`src/rtl/raster_cmd_scheduler_if.sv`:
```
// Raster command scheduler bus: two requesters plus the graphics processor
// command/frame handshake, bundled for the scheduler and its environment.
interface raster_cmd_scheduler_if;
   logic        a_req;
   logic [1:0]  a_cmd;
   logic [17:0] a_args;
   logic        a_ack;
   logic        b_req;
   logic [1:0]  b_cmd;
   logic [17:0] b_args;
   logic        b_ack;
   logic [1:0]  gp_command;
   logic [17:0] gp_args;
   logic        gp_command_valid;
   logic        gp_frame_start;
   logic        frame_active;
   logic        frame_owner;
   logic        frame_done;
   logic        err_timeout;
   logic        busy;

   modport master (
      output a_req, a_cmd, a_args, b_req, b_cmd, b_args, gp_frame_start,
      input  a_ack, b_ack, gp_command, gp_args, gp_command_valid,
      input  frame_active, frame_owner, frame_done, err_timeout, busy
   );

   modport slave (
      input  a_req, a_cmd, a_args, b_req, b_cmd, b_args, gp_frame_start,
      output a_ack, b_ack, gp_command, gp_args, gp_command_valid,
      output frame_active, frame_owner, frame_done, err_timeout, busy
   );
endinterface

```
`src/rtl/raster_cmd_scheduler.sv`:
```
// Round-robin scheduler granting one of two requesters a graphics processor
// frame: issue, wait for frame start (with timeout), stream, guard cycle.
module raster_cmd_scheduler #(
   parameter int FRAME_PIXELS  = 64,
   parameter int START_TIMEOUT = 7
) (
   input  logic                 clk,
   input  logic                 rst,
   raster_cmd_scheduler_if.slave bus
);
   localparam int CMAX = (FRAME_PIXELS > START_TIMEOUT) ? FRAME_PIXELS : START_TIMEOUT;
   localparam int CW   = (CMAX < 2) ? 1 : $clog2(CMAX);

   typedef enum logic [2:0] {IDLE, ISSUE, WAIT_START, STREAM, GUARD} state_t;

   state_t        state, state_n;
   logic [CW-1:0] cnt, cnt_n;
   logic [1:0]    cmd, cmd_n;
   logic [17:0]   args, args_n;
   logic          owner, owner_n;
   logic          prio_b, prio_b_n;
   logic          valid, valid_n;
   logic          ack_a, ack_a_n;
   logic          ack_b, ack_b_n;
   logic          active, active_n;
   logic          done, done_n;
   logic          tout, tout_n;
   logic          busy, busy_n;
   logic          grant_b;

   // Next-state and next-output logic; every output is a register fed from here
   always_comb begin
      state_n  = state;
      cnt_n    = cnt;
      cmd_n    = cmd;
      args_n   = args;
      owner_n  = owner;
      prio_b_n = prio_b;
      valid_n  = 1'b0;
      ack_a_n  = 1'b0;
      ack_b_n  = 1'b0;
      active_n = 1'b0;
      done_n   = 1'b0;
      tout_n   = 1'b0;
      grant_b  = 1'b0;
      unique case (state)
         IDLE: begin
            if (bus.a_req || bus.b_req) begin
               grant_b  = bus.b_req && (!bus.a_req || prio_b);
               state_n  = ISSUE;
               owner_n  = grant_b;
               cmd_n    = grant_b ? bus.b_cmd : bus.a_cmd;
               args_n   = grant_b ? bus.b_args : bus.a_args;
               prio_b_n = !grant_b;
               valid_n  = 1'b1;
               ack_a_n  = !grant_b;
               ack_b_n  = grant_b;
            end
         end
         ISSUE: begin
            state_n = WAIT_START;
            cnt_n   = '0;
         end
         WAIT_START: begin
            if (bus.gp_frame_start) begin
               state_n  = STREAM;
               cnt_n    = '0;
               active_n = 1'b1;
            end else if (cnt == CW'(START_TIMEOUT - 1)) begin
               state_n = IDLE;
               cnt_n   = '0;
               tout_n  = 1'b1;
            end else begin
               cnt_n = cnt + 1'b1;
            end
         end
         STREAM: begin
            if (cnt == CW'(FRAME_PIXELS - 1)) begin
               state_n = GUARD;
               cnt_n   = '0;
               done_n  = 1'b1;
            end else begin
               cnt_n    = cnt + 1'b1;
               active_n = 1'b1;
            end
         end
         GUARD: begin
            state_n = IDLE;
         end
         default: begin
            state_n = IDLE;
            cnt_n   = '0;
         end
      endcase
      busy_n = (state_n != IDLE);
   end

   // State, counter, arbitration pointer and registered outputs
   always_ff @(posedge clk or posedge rst) begin
      if (rst) begin
         state  <= IDLE;
         cnt    <= '0;
         cmd    <= '0;
         args   <= '0;
         owner  <= 1'b0;
         prio_b <= 1'b0;
         valid  <= 1'b0;
         ack_a  <= 1'b0;
         ack_b  <= 1'b0;
         active <= 1'b0;
         done   <= 1'b0;
         tout   <= 1'b0;
         busy   <= 1'b0;
      end else begin
         state  <= state_n;
         cnt    <= cnt_n;
         cmd    <= cmd_n;
         args   <= args_n;
         owner  <= owner_n;
         prio_b <= prio_b_n;
         valid  <= valid_n;
         ack_a  <= ack_a_n;
         ack_b  <= ack_b_n;
         active <= active_n;
         done   <= done_n;
         tout   <= tout_n;
         busy   <= busy_n;
      end
   end

   assign bus.gp_command       = cmd;
   assign bus.gp_args          = args;
   assign bus.gp_command_valid = valid;
   assign bus.a_ack            = ack_a;
   assign bus.b_ack            = ack_b;
   assign bus.frame_active     = active;
   assign bus.frame_owner      = owner;
   assign bus.frame_done       = done;
   assign bus.err_timeout      = tout;
   assign bus.busy             = busy;
endmodule

```
`src/flat_wrapper.sv`:
```
// flat-port wrapper written by rule: the top's interface ports become plain ports
module raster_cmd_scheduler_flat 
#(
   parameter int FRAME_PIXELS  = 64,
   parameter int START_TIMEOUT = 7
)
  (clk, rst, bus_a_req, bus_a_cmd, bus_a_args, bus_b_req, bus_b_cmd, bus_b_args, bus_gp_frame_start, bus_a_ack, bus_b_ack, bus_gp_command, bus_gp_args, bus_gp_command_valid, bus_frame_active, bus_frame_owner, bus_frame_done, bus_err_timeout, bus_busy);
  raster_cmd_scheduler_if bus_i ();
  input  logic clk;
  input  logic rst;
  input wire logic [$bits(bus_i.a_req)-1:0] bus_a_req;
  input wire logic [$bits(bus_i.a_cmd)-1:0] bus_a_cmd;
  input wire logic [$bits(bus_i.a_args)-1:0] bus_a_args;
  input wire logic [$bits(bus_i.b_req)-1:0] bus_b_req;
  input wire logic [$bits(bus_i.b_cmd)-1:0] bus_b_cmd;
  input wire logic [$bits(bus_i.b_args)-1:0] bus_b_args;
  input wire logic [$bits(bus_i.gp_frame_start)-1:0] bus_gp_frame_start;
  output wire logic [$bits(bus_i.a_ack)-1:0] bus_a_ack;
  output wire logic [$bits(bus_i.b_ack)-1:0] bus_b_ack;
  output wire logic [$bits(bus_i.gp_command)-1:0] bus_gp_command;
  output wire logic [$bits(bus_i.gp_args)-1:0] bus_gp_args;
  output wire logic [$bits(bus_i.gp_command_valid)-1:0] bus_gp_command_valid;
  output wire logic [$bits(bus_i.frame_active)-1:0] bus_frame_active;
  output wire logic [$bits(bus_i.frame_owner)-1:0] bus_frame_owner;
  output wire logic [$bits(bus_i.frame_done)-1:0] bus_frame_done;
  output wire logic [$bits(bus_i.err_timeout)-1:0] bus_err_timeout;
  output wire logic [$bits(bus_i.busy)-1:0] bus_busy;
  assign bus_i.a_req = bus_a_req;
  assign bus_i.a_cmd = bus_a_cmd;
  assign bus_i.a_args = bus_a_args;
  assign bus_i.b_req = bus_b_req;
  assign bus_i.b_cmd = bus_b_cmd;
  assign bus_i.b_args = bus_b_args;
  assign bus_i.gp_frame_start = bus_gp_frame_start;
  assign bus_a_ack = bus_i.a_ack;
  assign bus_b_ack = bus_i.b_ack;
  assign bus_gp_command = bus_i.gp_command;
  assign bus_gp_args = bus_i.gp_args;
  assign bus_gp_command_valid = bus_i.gp_command_valid;
  assign bus_frame_active = bus_i.frame_active;
  assign bus_frame_owner = bus_i.frame_owner;
  assign bus_frame_done = bus_i.frame_done;
  assign bus_err_timeout = bus_i.err_timeout;
  assign bus_busy = bus_i.busy;
  raster_cmd_scheduler #(.FRAME_PIXELS(FRAME_PIXELS), .START_TIMEOUT(START_TIMEOUT)) u_core (.clk(clk), .rst(rst), .bus(bus_i));
endmodule
```
`config.mk`:
```
export PLATFORM = sky130hd
export DESIGN_NAME = raster_cmd_scheduler_flat
export DESIGN_NICKNAME = d
export VERILOG_FILES = /design/src/rtl/raster_cmd_scheduler_if.sv /design/src/rtl/raster_cmd_scheduler.sv /design/src/flat_wrapper.sv
export SDC_FILE = /design/constraint.sdc
export NUM_CORES = 1
export LEC_CHECK = 0
export CAP_MARGIN = 20
export CORE_MARGIN = 3
export CORE_UTILIZATION = 27
export DETAILED_ROUTE_END_ITERATION = 8
export PLACE_DENSITY_LB_ADDON = 0.05
export SLEW_MARGIN = 40
export SYNTH_ARGS = -nofsm -noshare
export SYNTH_HDL_FRONTEND = slang
export SYNTH_SLANG_ARGS = --single-unit
```
`constraint.sdc`:
```
create_clock -name clk -period 3.2 [get_ports clk]
set_input_delay 0.48 -clock clk [delete_from_list [all_inputs] [get_ports clk]]
set_output_delay 0.48 -clock clk [all_outputs]
set_load 0.01 [all_outputs]
```
# == Yosys cells after proc, flatten, opt, wreduce, memory -nomap -nowiden ==
# Index checks and enable logic that the tools add are counted.
# totals
reg_bits,38
input_bits,45
out_inout_bits,28
wordCells,54
# op_classes
add_sub_neg,1
eq_ne,6
muxes,25
reduce_logical,9
# op_table
cell,count
2-to-1 mux 18 bit,1
2-to-1 mux 6 bit,3
case mux 6 bit (3 select lines),1
2-to-1 mux 1 bit,13
2-to-1 mux 3 bit,4
case mux 3 bit (4 select lines),1
adder 6 x 1 -> 6 bit (second input constant),1
equality test 3 x 2 -> 1 bit (second input constant),2
equality test 6 x 3 -> 1 bit (second input constant),1
equality test 6 bit (second input constant),1
equality test 3 x 1 -> 1 bit (second input constant),1
equality test 3 bit (second input constant),1
logical NOT 3 bit,1
nonzero test 3 bit,1
logical NOT 1 bit,2
logical OR 1 bit,2
2-to-1 mux 2 bit,1
case mux 1 bit (2 select lines),1
AND reduction 2 bit,1
OR reduction 2 bit,1
logical AND 1 bit,1

# == Logic depth before layout (Yosys ltp) ==
# Gate-level depths: netlist of run 1.
# logic_depth
depth_word,6
depth_mapped,6
mapped_depth_nobuf,6

# == Worst setup path before layout of run 1 ==
# OpenSTA, ideal clock, no wires.
# synth_path
path_type,register -> register
start,register u_core.cnt[0]
end,register u_core.cnt[2]
setup_time_ns,0.110
arrival_ns,1.243
required_ns,3.090
slack_ns,1.847
path_stages_with_launch,7
path_buffers,0
period_less_slack_ns,1.353
cell_sequence,dfrtp_1 -> inv_1 -> ha_1 -> nor3b_1 -> a2111oi_0 -> o21ai_1 -> o41ai_1
# synth_via
elab_chain_len,4
word_cells_on_any_way,7
cone_classes,add/sub: 1; eq/ne: 2; mux: 4
# synth_lines
item,line_no,text
"start, declared",raster_cmd_scheduler.sv:17,"logic [CW-1:0] cnt, cnt_n;"
"start signal, assigned",raster_cmd_scheduler.sv:116,cnt <= cnt_n;
adder 6 x 1 -> 6 bit or equality test 6 x 3 -> 1 bit (tied branches),"raster_cmd_scheduler.sv:74, raster_cmd_scheduler.sv:83, raster_cmd_scheduler.sv:69",
2-to-1 mux 6 bit,raster_cmd_scheduler.sv:69,end else if (cnt == CW'(START_TIMEOUT - 1)) begin
2-to-1 mux 6 bit,raster_cmd_scheduler.sv:65,if (bus.gp_frame_start) begin
case mux 6 bit (3 select lines) *,raster_cmd_scheduler.sv:46,unique case (state)
# Every way passes the cells marked *; elsewhere a longest branch is shown, timed or not.
# A chain may end at the register's enable or synchronous reset.

# == Worst setup path in the final report of run 1 ==
# layout_path
start,input port bus_a_req
end,"register u_core.args[6], in the netlist u_core.bus.gp_args[6]"
# layout_via
elab_chain_len,4
word_cells_on_any_way,6
cone_classes,mux: 1; reduce/logical: 5
# layout_lines
item,line_no,text
"start, declared",flat_wrapper.sv:11,input wire logic [$bits(bus_i.a_req)-1:0] bus_a_req;
logical NOT 1 bit,raster_cmd_scheduler.sv:49,grant_b = bus.b_req && (!bus.a_req || prio_b);
logical OR 1 bit,raster_cmd_scheduler.sv:49,
logical AND 1 bit,raster_cmd_scheduler.sv:49,
2-to-1 mux 18 bit,raster_cmd_scheduler.sv:53,args_n = grant_b ? bus.b_args : bus.a_args;
"end signal, assigned",raster_cmd_scheduler.sv:118,args <= args_n;
"end, declared",raster_cmd_scheduler.sv:19,"logic [17:0] args, args_n;"
# Several ways; a longest one is shown, not always the timed one.

==> impl_metrics.toml, run 1 <==
[status]
status = "finished, final reports clean"

[hold_path]
hold_path_class = "reg2reg"
hp-start = "u_core.bus.gp_args[1]$_DFFE_PP0P_"

[clock_tree]
ctsHoldBuffers = 0
clk_pin_slew_ps = 70
clk_path_buf_depth = 2
cts.sinks = 38
ctsResizeCount = 0
numCtsBuffers = 5
clock_latency_ps = 290
post_cts_buffers = 0
clockRootBuffer = "clkbuf_8"
cts_tree = "built"
ctsHtreeMaxLevel = 2

[critical_path]
crit_path_end_kind = "flip-flop"
startpoint = "bus_a_req"
worstPathMaxFanout = 12
cpPeakStageDelay_ps = 530
path_buf_inv = 3
crit_slowest_cell = "clkdlybuf4s50_1"
path_delay_family = "buffers and inverters"
worstSetupPathType = "in2reg"
required_ps = 3370
arrival_ps = 2150
startpoint_type = "input pin"
timing.rr.start = "u_core.state[0]$_DFF_PP0_"
path_cells = "clkdlybuf4s50_1 > inv_1 > o21ai_4 > buf_4 > mux2i_1 > o21ai_1"

[job]
cap_violations = 0

[floorplanning]
num_rows = 29
initial_core_util = 0.281
dieArea_um2 = 7650
die_w_um = 87.5
die_h_um = 87.5
ios = 73
core_um2 = 6390

[yosys]
synth_edf_count = 0
async_reset_ff_frac = 1.00
avgSynthCellArea_um2 = 10.5
syn-num-nets = 217
synthesis.area_um2 = 1790
ys.flop_type = "dfrtp_1"
yosys_warnings = 0
ys_ff_latch = 38
syn_inst = 170
ys_seq_area_frac = 0.531
yosysUniqueCellTypes = 38

[sta]
relSlewSlack = 0.586
slew_viol_final = 0
rsz0062_at_grt = "no"
tightest_slew_ps = 619
hold_viol = 0
tns_ps = 0
fin_worst_skew_ps = 8.15
timing.final.crit_share = 0.619
max_freq_mhz = 505
setup_viol = 0
min_period_ps = 1980

[grt]
grt_overflow = 0
grt_pass1_wl_um = 7110
grt_use_total = 0.120
grt_max_degree = 39
antenna_found_initial = 0
grt_pass1_vias = 1446

[routing]
drc = 0
dr_total_vias = 1489
drt_iter0_markers = 35
via_per_inst = 4.65
ant_nets = 0
routedWlPerCell_um = 13.8
firstDrtPassIters = 4
drt_wl_total_um = 4420

[final_layout]
fin_util = 0.417
finalNonFillerCells = 320
nNetsFinal = 291
stdcell_area_um2 = 2660
layout-drive-gt1-share = 0.0741
antenna_cells = 0
syn2layout_area_growth_pct = 48.7

[pwr]
total_power_w = 0.00134
power.leakage_nw = 1.17
vdd_drop_max_mv = 0.233
p_per_area_nw_per_um2 = 501

[placed_design]
postPlaceCellArea_um2 = 2580
hpwlAfterDp_um = 3120
gp_congestion = 0.719
portBuffers = 72
placedCellCount = 314
-- cell families after synthesis --
| logic type | Yosys count | share of synthesized area |
|---|---|---|
| AO/OA/AOI/OAI | 43 | 0.159 |
| XOR/XNOR | 1 | 0.00489 |
| adder cells (fa/ha/maj) | 2 | 0.0140 |
| buffers and inverters | 15 | 0.0426 |
| flip-flops | 38 | 0.531 |
| multiplexers | 19 | 0.106 |
| AND/OR/NAND/NOR | 52 | 0.142 |
-- area by class of cell --
cell class / instances / area [um^2]
fill: 649 / 3720
timing repair buffer: 75 / 743
tap: 77 / 96.3
clock buffer: 6 / 82.6
sequential: 38 / 951
multi-input combinational: 117 / 764
inverter: 7 / 26.3
-- worst min-delay path: stages, from the launching register on --
cell and delay [ps]:
dfrtp_1 340, nand2_1 50, o21ai_1 60
-- path summary, 6_finish.rpt --
check                                                     end  slack, ps  cells after the start
max reg2reg                u_core.bus.gp_args[17]$_DFFE_PP0P_       1470                      5
min in group asynchronous    u_core.bus.err_timeout$_DFF_PP0_        620                      3
min                         u_core.bus.gp_args[1]$_DFFE_PP0P_        490                      2
max                         u_core.bus.gp_args[6]$_DFFE_PP0P_       1220                      6
min reg2reg                 u_core.bus.gp_args[1]$_DFFE_PP0P_        490                      2
max in group asynchronous          u_core.bus.a_ack$_DFF_PP0_       2220                      3
-- metrics by stage --
stage | hold WS [ps] | setup slack (ps)
floorplan | 493 | 1850
global placement | 467 | 905
detailed placement | 475 | 861
CTS | 494 | 1170
global route | 506 | 1080
finish | 486 | 1220
-- flip-flops by register name (all words and copies together) (netlist names), 2 cells and up --
signal and flops:
u_core.bus.gp_args 18, u_core.cnt 6, u_core.state 3, u_core.bus.gp_command 2
-- cell usage after synthesis (2+ instances only) --
library cell	instances	area, um^2
a21oi_1	4	20.0
and2_1	2	12.5
and3_1	2	12.5
buf_2	4	20.0
buf_6	2	22.5
clkbuf_1	2	7.51
dfrtp_1	38	951
ha_1	2	25.0
inv_1	5	18.8
inv_2	2	7.51
mux2i_1	19	190
nand2_1	25	93.8
nor2_1	9	33.8
nor2b_1	2	12.5
nor3b_1	2	15.0
nor4_1	3	18.8
o21ai_0	3	15.0
o21ai_1	21	105
o21ai_4	2	32.5
o31ai_1	3	22.5
-- layer usage --
metal / GRT usage / wire (um)
met4: 0.0377 / 44
met2: 0.192 / 2140
met3: 0.0416 / 299
met5: 0 / 0
met1: 0.151 / 1940
-- cell usage in the layout, fill, tap and decap left out, drive strengths merged, types with 2 or more instances in the layout --
cell type | synthesis | final
and2 | 2 | 2
clkbuf | 2 | 6
and3 | 2 | 2
a21oi | 4 | 4
dfrtp | 38 | 38
ha | 2 | 2
mux2i | 19 | 19
nor4 | 3 | 3
buf | 6 | 3
o31ai | 3 | 3
nand3 | 2 | 2
nor3b | 3 | 3
a2111oi | 2 | 2
o21ai | 26 | 26
nor2b | 2 | 2
clkdlybuf4s50 | 0 | 72
nor2 | 10 | 10
nand2 | 25 | 25
inv | 7 | 7
-- report_power, final --
group	switching (W)	internal, W	leakage, nW
Sequential	0.0000774	0.000553	0.489
Clock	0.000168	0.000167	0.0431
Combinational	0.000164	0.000207	0.642
No activity file was read; power rests on OpenSTA's default activity.
==> run 2, diff against run 1 <==
==> constraint.sdc (replaced) <==
create_clock -name clk -period 1.77 [get_ports clk]
set_input_delay 0.2655 -clock clk [delete_from_list [all_inputs] [get_ports clk]]
set_output_delay 0.2655 -clock clk [all_outputs]
set_load 0.01 [all_outputs]
==> impl_metrics.toml, run 2 (synthesis results as in run 1) <==
[placed_design]
portBuffers = 72
placedCellCount = 320
gp_congestion = 0.734
hpwlAfterDp_um = 3250

[critical_path]
worstPathMaxFanout = 24
startpoint_type = "flip-flop"
path_delay_family = "compound AO/OA/AOI/OAI gates"
worstSetupPathType = "reg2reg"
path_cells = "nor3_2 > o21ai_4 > buf_12 > a221o_1"
required_ps = 1940
worstRegToRegCells = 4
critical_path_cell_count = 4
crit_slowest_cell = "dfrtp_1"
path_buf_inv = 1
arrival_ps = 1700
cpPeakStageDelay_ps = 460
crit_path_end_kind = "flip-flop"

[sta]
tightest_slew_ps = 368
min_period_ps = 1540
fin_worst_skew_ps = 1.96
relSlewSlack = 0.749
slew_viol_final = 0
rsz0062_at_grt = "no"
timing.final.crit_share = 0.868
max_freq_mhz = 651
hold_viol = 0
tns_ps = 0
setup_viol = 0

[final_layout]
final_cell_mix = "72 x clkdlybuf4s50_1, 38 x dfrtp_1, 25 x nand2_1"
antenna_cells = 0
finalNonFillerCells = 327
syn2layout_area_growth_pct = 55.0
fillers = 639
nNetsFinal = 297
layout-drive-gt1-share = 0.100
fin_util = 0.435
largest_register_ffs = 18
final_common_cell = "clkdlybuf4s50_1"

[clock_tree]
clockRootBuffer = "clkbuf_8"
clock_latency_ps = 280
clk_pin_slew_ps = 70
cts_tree = "built"
numCtsBuffers = 5
ctsHtreeMaxLevel = 2
ctsResizeCount = 0
cts.sinks = 38
post_cts_buffers = 0
ctsHoldBuffers = 0
clk_path_buf_depth = 2

[routing]
dr_total_vias = 1475
drt_wl_total_um = 4360
routedWlPerCell_um = 13.3
via_per_inst = 4.51
drc = 0
ant_nets = 0
firstDrtPassIters = 4
drt_iter0_markers = 26

[grt]
grt_pass1_wl_um = 7040
grt_pass1_vias = 1474
grt_max_degree = 39
antenna_found_initial = 0
grt_overflow = 0
grt_use_total = 0.118

[pwr]
total_power_w = 0.00258
power.leakage_nw = 1.23
vdd_drop_max_mv = 0.381
p_per_area_nw_per_um2 = 930

[job]
cap_violations = 0

[floorplanning]
core_um2 = 6390
num_rows = 29
ios = 73
dieArea_um2 = 7650
initial_core_util = 0.281
die_w_um = 87.5
die_h_um = 87.5

[hold_path]
hold_path_class = "in2async"

[status]
status = "finished, final reports clean"
-- run 2: cell type report --
type,instances,area (um^2),area share
multi-input combinational,117,764,0.275
clock buffer,6,82.6,0.0297
clock inverter,1,30.0,0.0108
tap,77,96.3,0.0347
inverter,7,26.3,0.00946
timing repair buffer,81,826,0.297
sequential,38,951,0.342
-- run 2: power by group --
| group | total (W) | leakage (nW) | switching, W | internal (W) |
|---|---|---|---|---|
| clock | 0.000754 | 0.0573 | 0.000303 | 0.000451 |
| combinational | 0.000699 | 0.687 | 0.000306 | 0.000393 |
| sequential | 0.00113 | 0.489 | 0.000128 | 0.00100 |
| total | 0.00258 | 1.23 | 0.000737 | 0.00184 |
-- run 2: worst paths after layout --
kind	start	endpoint	slack, ps
worst max-delay path	u_core.state[1]$_DFF_PP0_	u_core.bus.gp_args[17]$_DFFE_PP0P_	230
worst min-delay path	rst	u_core.cnt[4]$_DFFE_PP0N_	340
worst max register to register	u_core.state[1]$_DFF_PP0_	u_core.bus.gp_args[17]$_DFFE_PP0P_	230
worst min register to register	u_core.bus.gp_args[10]$_DFFE_PP0P_	u_core.bus.gp_args[10]$_DFFE_PP0P_	490
max in group asynchronous	rst	u_core.bus.gp_command[0]$_DFFE_PP0P_	1240
min in group clk	u_core.bus.gp_args[10]$_DFFE_PP0P_	u_core.bus.gp_args[10]$_DFFE_PP0P_	490
-- run 2: through the flow --
| stage | setup WS (ps) | cell area, um^2 | hold slack, ps |
|---|---|---|---|
| after floorplan | 417 | 1790 | 338 |
| after global placement | 98.4 | 2660 | 467 |
| after detailed placement | 62.2 | 2660 | 477 |
| after CTS | 233 | 2780 | 344 |
| after global routing | 89.9 | 2780 | 364 |
| final | 233 | 2780 | 337 |
-- run 2: per-layer routing --
layer / vias up / track usage / routed length, um
li1: 759 / - / -
met5: - / 0 / 0
met4: 0 / 0.0293 / 29
met1: 672 / 0.149 / 1970
met2: 42 / 0.193 / 2060
met3: 2 / 0.0397 / 297
-- run 2: tightest hold or removal path, cell delays in order --
cell             delay, ps
clkdlybuf4s50_1        400
inv_1                   90
buf_12                 230
==> run 3, diff against run 2 <==
--- a/config.mk
+++ b/config.mk
@@ -6,7 +6,7 @@
 export NUM_CORES = 1
 export LEC_CHECK = 0
 export CAP_MARGIN = 20
-export CORE_MARGIN = 3
+export CORE_MARGIN = 1
 export CORE_UTILIZATION = 27
 export DETAILED_ROUTE_END_ITERATION = 8
 export PLACE_DENSITY_LB_ADDON = 0.05
==> impl_metrics.toml, run 3 (synthesis results as in run 1) <==
[floorplanning]
die_h_um = 83.5
dieArea_um2 = 6970
initial_core_util = 0.281
num_rows = 29
ios = 73
die_w_um = 83.5
core_um2 = 6390

[job]
cap_violations = 0

[sta]
max_freq_mhz = 649
fin_worst_skew_ps = 5.96
tightest_slew_ps = 409
rsz0062_at_grt = "no"
worst_slack_ps = 230
setup_viol = 0
relSlewSlack = 0.727
hold_viol = 0
slew_viol_final = 0
timing.final.crit_share = 0.870
min_period_ps = 1540
tns_ps = 0

[grt]
use_met2 = 0.203
grt_pass1_wl_um = 7190
grt_overflow = 0
grt_use_total = 0.128
busiest_layer = "met2"
grt_max_degree = 39
use_met3 = 0.0326
antenna_found_initial = 0
grt_use_met1 = 0.174
grt_pass1_vias = 1513

[pwr]
power.net_switching_w = 0.000738
power.leakage_nw = 1.23
sw_frac_of_total = 0.301
vdd_drop_max_mv = 0.379
p_comb_frac = 0.288
internal-power_w = 0.00171
power_frac_seq = 0.460
p_per_area_nw_per_um2 = 887
clock_power_share = 0.251

[routing]
drc = 0
dr_total_vias = 1466
ant_nets = 0
firstDrtPassIters = 4
routedWlPerCell_um = 12.8
drt_iter0_markers = 50
drt_wl_total_um = 4210
via_per_inst = 4.46

[critical_path]
path_buf_inv = 1
required_ps = 1930
crit_path_end_kind = "flip-flop"
cpPeakStageDelay_ps = 430
worstPathMaxFanout = 5
worstSetupPathType = "reg2reg"
arrival_ps = 1700
crit_slowest_cell = "dfrtp_1"
path_cells = "inv_1 > ha_1 > nor2b_1 > nand2_1 > a2bb2oi_1 > o31ai_1"
startpoint_type = "flip-flop"
path_delay_family = "flip-flops"

[placed_design]
place_ws_ps = 82.5
gp_congestion = 0.740
postPlaceCellArea_um2 = 2670
hpwlAfterDp_um = 3090
portBuffers = 72

[final_layout]
layout-drive-gt1-share = 0.103
fin_util = 0.433
syn2layout_area_growth_pct = 54.2
final_cell_mix = "72 x clkdlybuf4s50_1, 38 x dfrtp_1, 25 x nand2_1"
nNetsFinal = 298
antenna_cells = 0
final_common_cell = "clkdlybuf4s50_1"
largest_register_ffs = 18
stdcell_area_um2 = 2760

[clock_tree]
ctsHtreeMaxLevel = 2
clock_latency_ps = 280
cts.sinks = 38
ctsHoldBuffers = 0
clk_pin_slew_ps = 80
ctsResizeCount = 0
numCtsBuffers = 5
clk_path_buf_depth = 2
post_cts_buffers = 0
cts_tree = "built"
clockRootBuffer = "clkbuf_8"

[hold_path]
hold_path_class = "in2async"

[status]
status = "finished, final reports clean"
-- run 3: power by group through the flow --
stage | registers [W] | clock network [W] | logic (W)
2_1_floorplan | 0.00115 | 0 | 0.000383
3_3_place_gp | 0.00115 | 0 | 0.000715
3_5_place_dp | 0.00114 | 0 | 0.000716
4_1_cts | 0.00113 | 0.000647 | 0.000717
5_1_grt | 0.00115 | 0.000673 | 0.000794
6_report | 0.00113 | 0.000616 | 0.000706
-- run 3: cell type report --
| type | instances | area [um^2] |
|---|---|---|
| Clock inverter | 1 | 5.00 |
| Timing Repair Buffer | 82 | 833 |
| Multi-Input combinational cell | 117 | 764 |
| Inverter | 7 | 26.3 |
| Tap cell | 77 | 96.3 |
| Clock buffer | 7 | 86.3 |
| Fill cell | 634 | 3620 |
| Sequential cell | 38 | 951 |
-- run 3: worst paths after layout --
check	from	end	slack [ps]	cells after the start
worst max register to register	u_core.cnt[0]$_DFFE_PP0N_	u_core.cnt[1]$_DFFE_PP0N_	230	6
min in group clk	u_core.bus.gp_args[0]$_DFFE_PP0P_	u_core.bus.gp_args[0]$_DFFE_PP0P_	490	2
worst min register to register	u_core.bus.gp_args[0]$_DFFE_PP0P_	u_core.bus.gp_args[0]$_DFFE_PP0P_	490	2
worst max-delay path	u_core.cnt[0]$_DFFE_PP0N_	u_core.cnt[1]$_DFFE_PP0N_	230	6
worst min-delay path	rst	u_core.bus.gp_args[13]$_DFFE_PP0P_	340	3
max in group asynchronous	rst	u_core.bus.a_ack$_DFF_PP0_	1220	3
-- run 3: per-layer routing --
layer | share of wire | routed length, um
met5 | 0 | 0
met4 | 0.0090 | 38
met3 | 0.051 | 214
met2 | 0.46 | 1950
met1 | 0.48 | 2010
-- run 3: tightest hold or removal path, stage by stage --
cell	delay, ps
clkdlybuf4s50_1	400
inv_1	100
buf_12	230
-- run 3: per-stage QoR --
step / instances / power, W / hold WS [ps]
floorplan: 170 / 0.00153 / 338
global placement: 321 / 0.00186 / 469
detailed placement: 321 / 0.00186 / 474
CTS: 329 / 0.00249 / 352
global route: 329 / 0.00262 / 383
finish: 329 / 0.00245 / 337
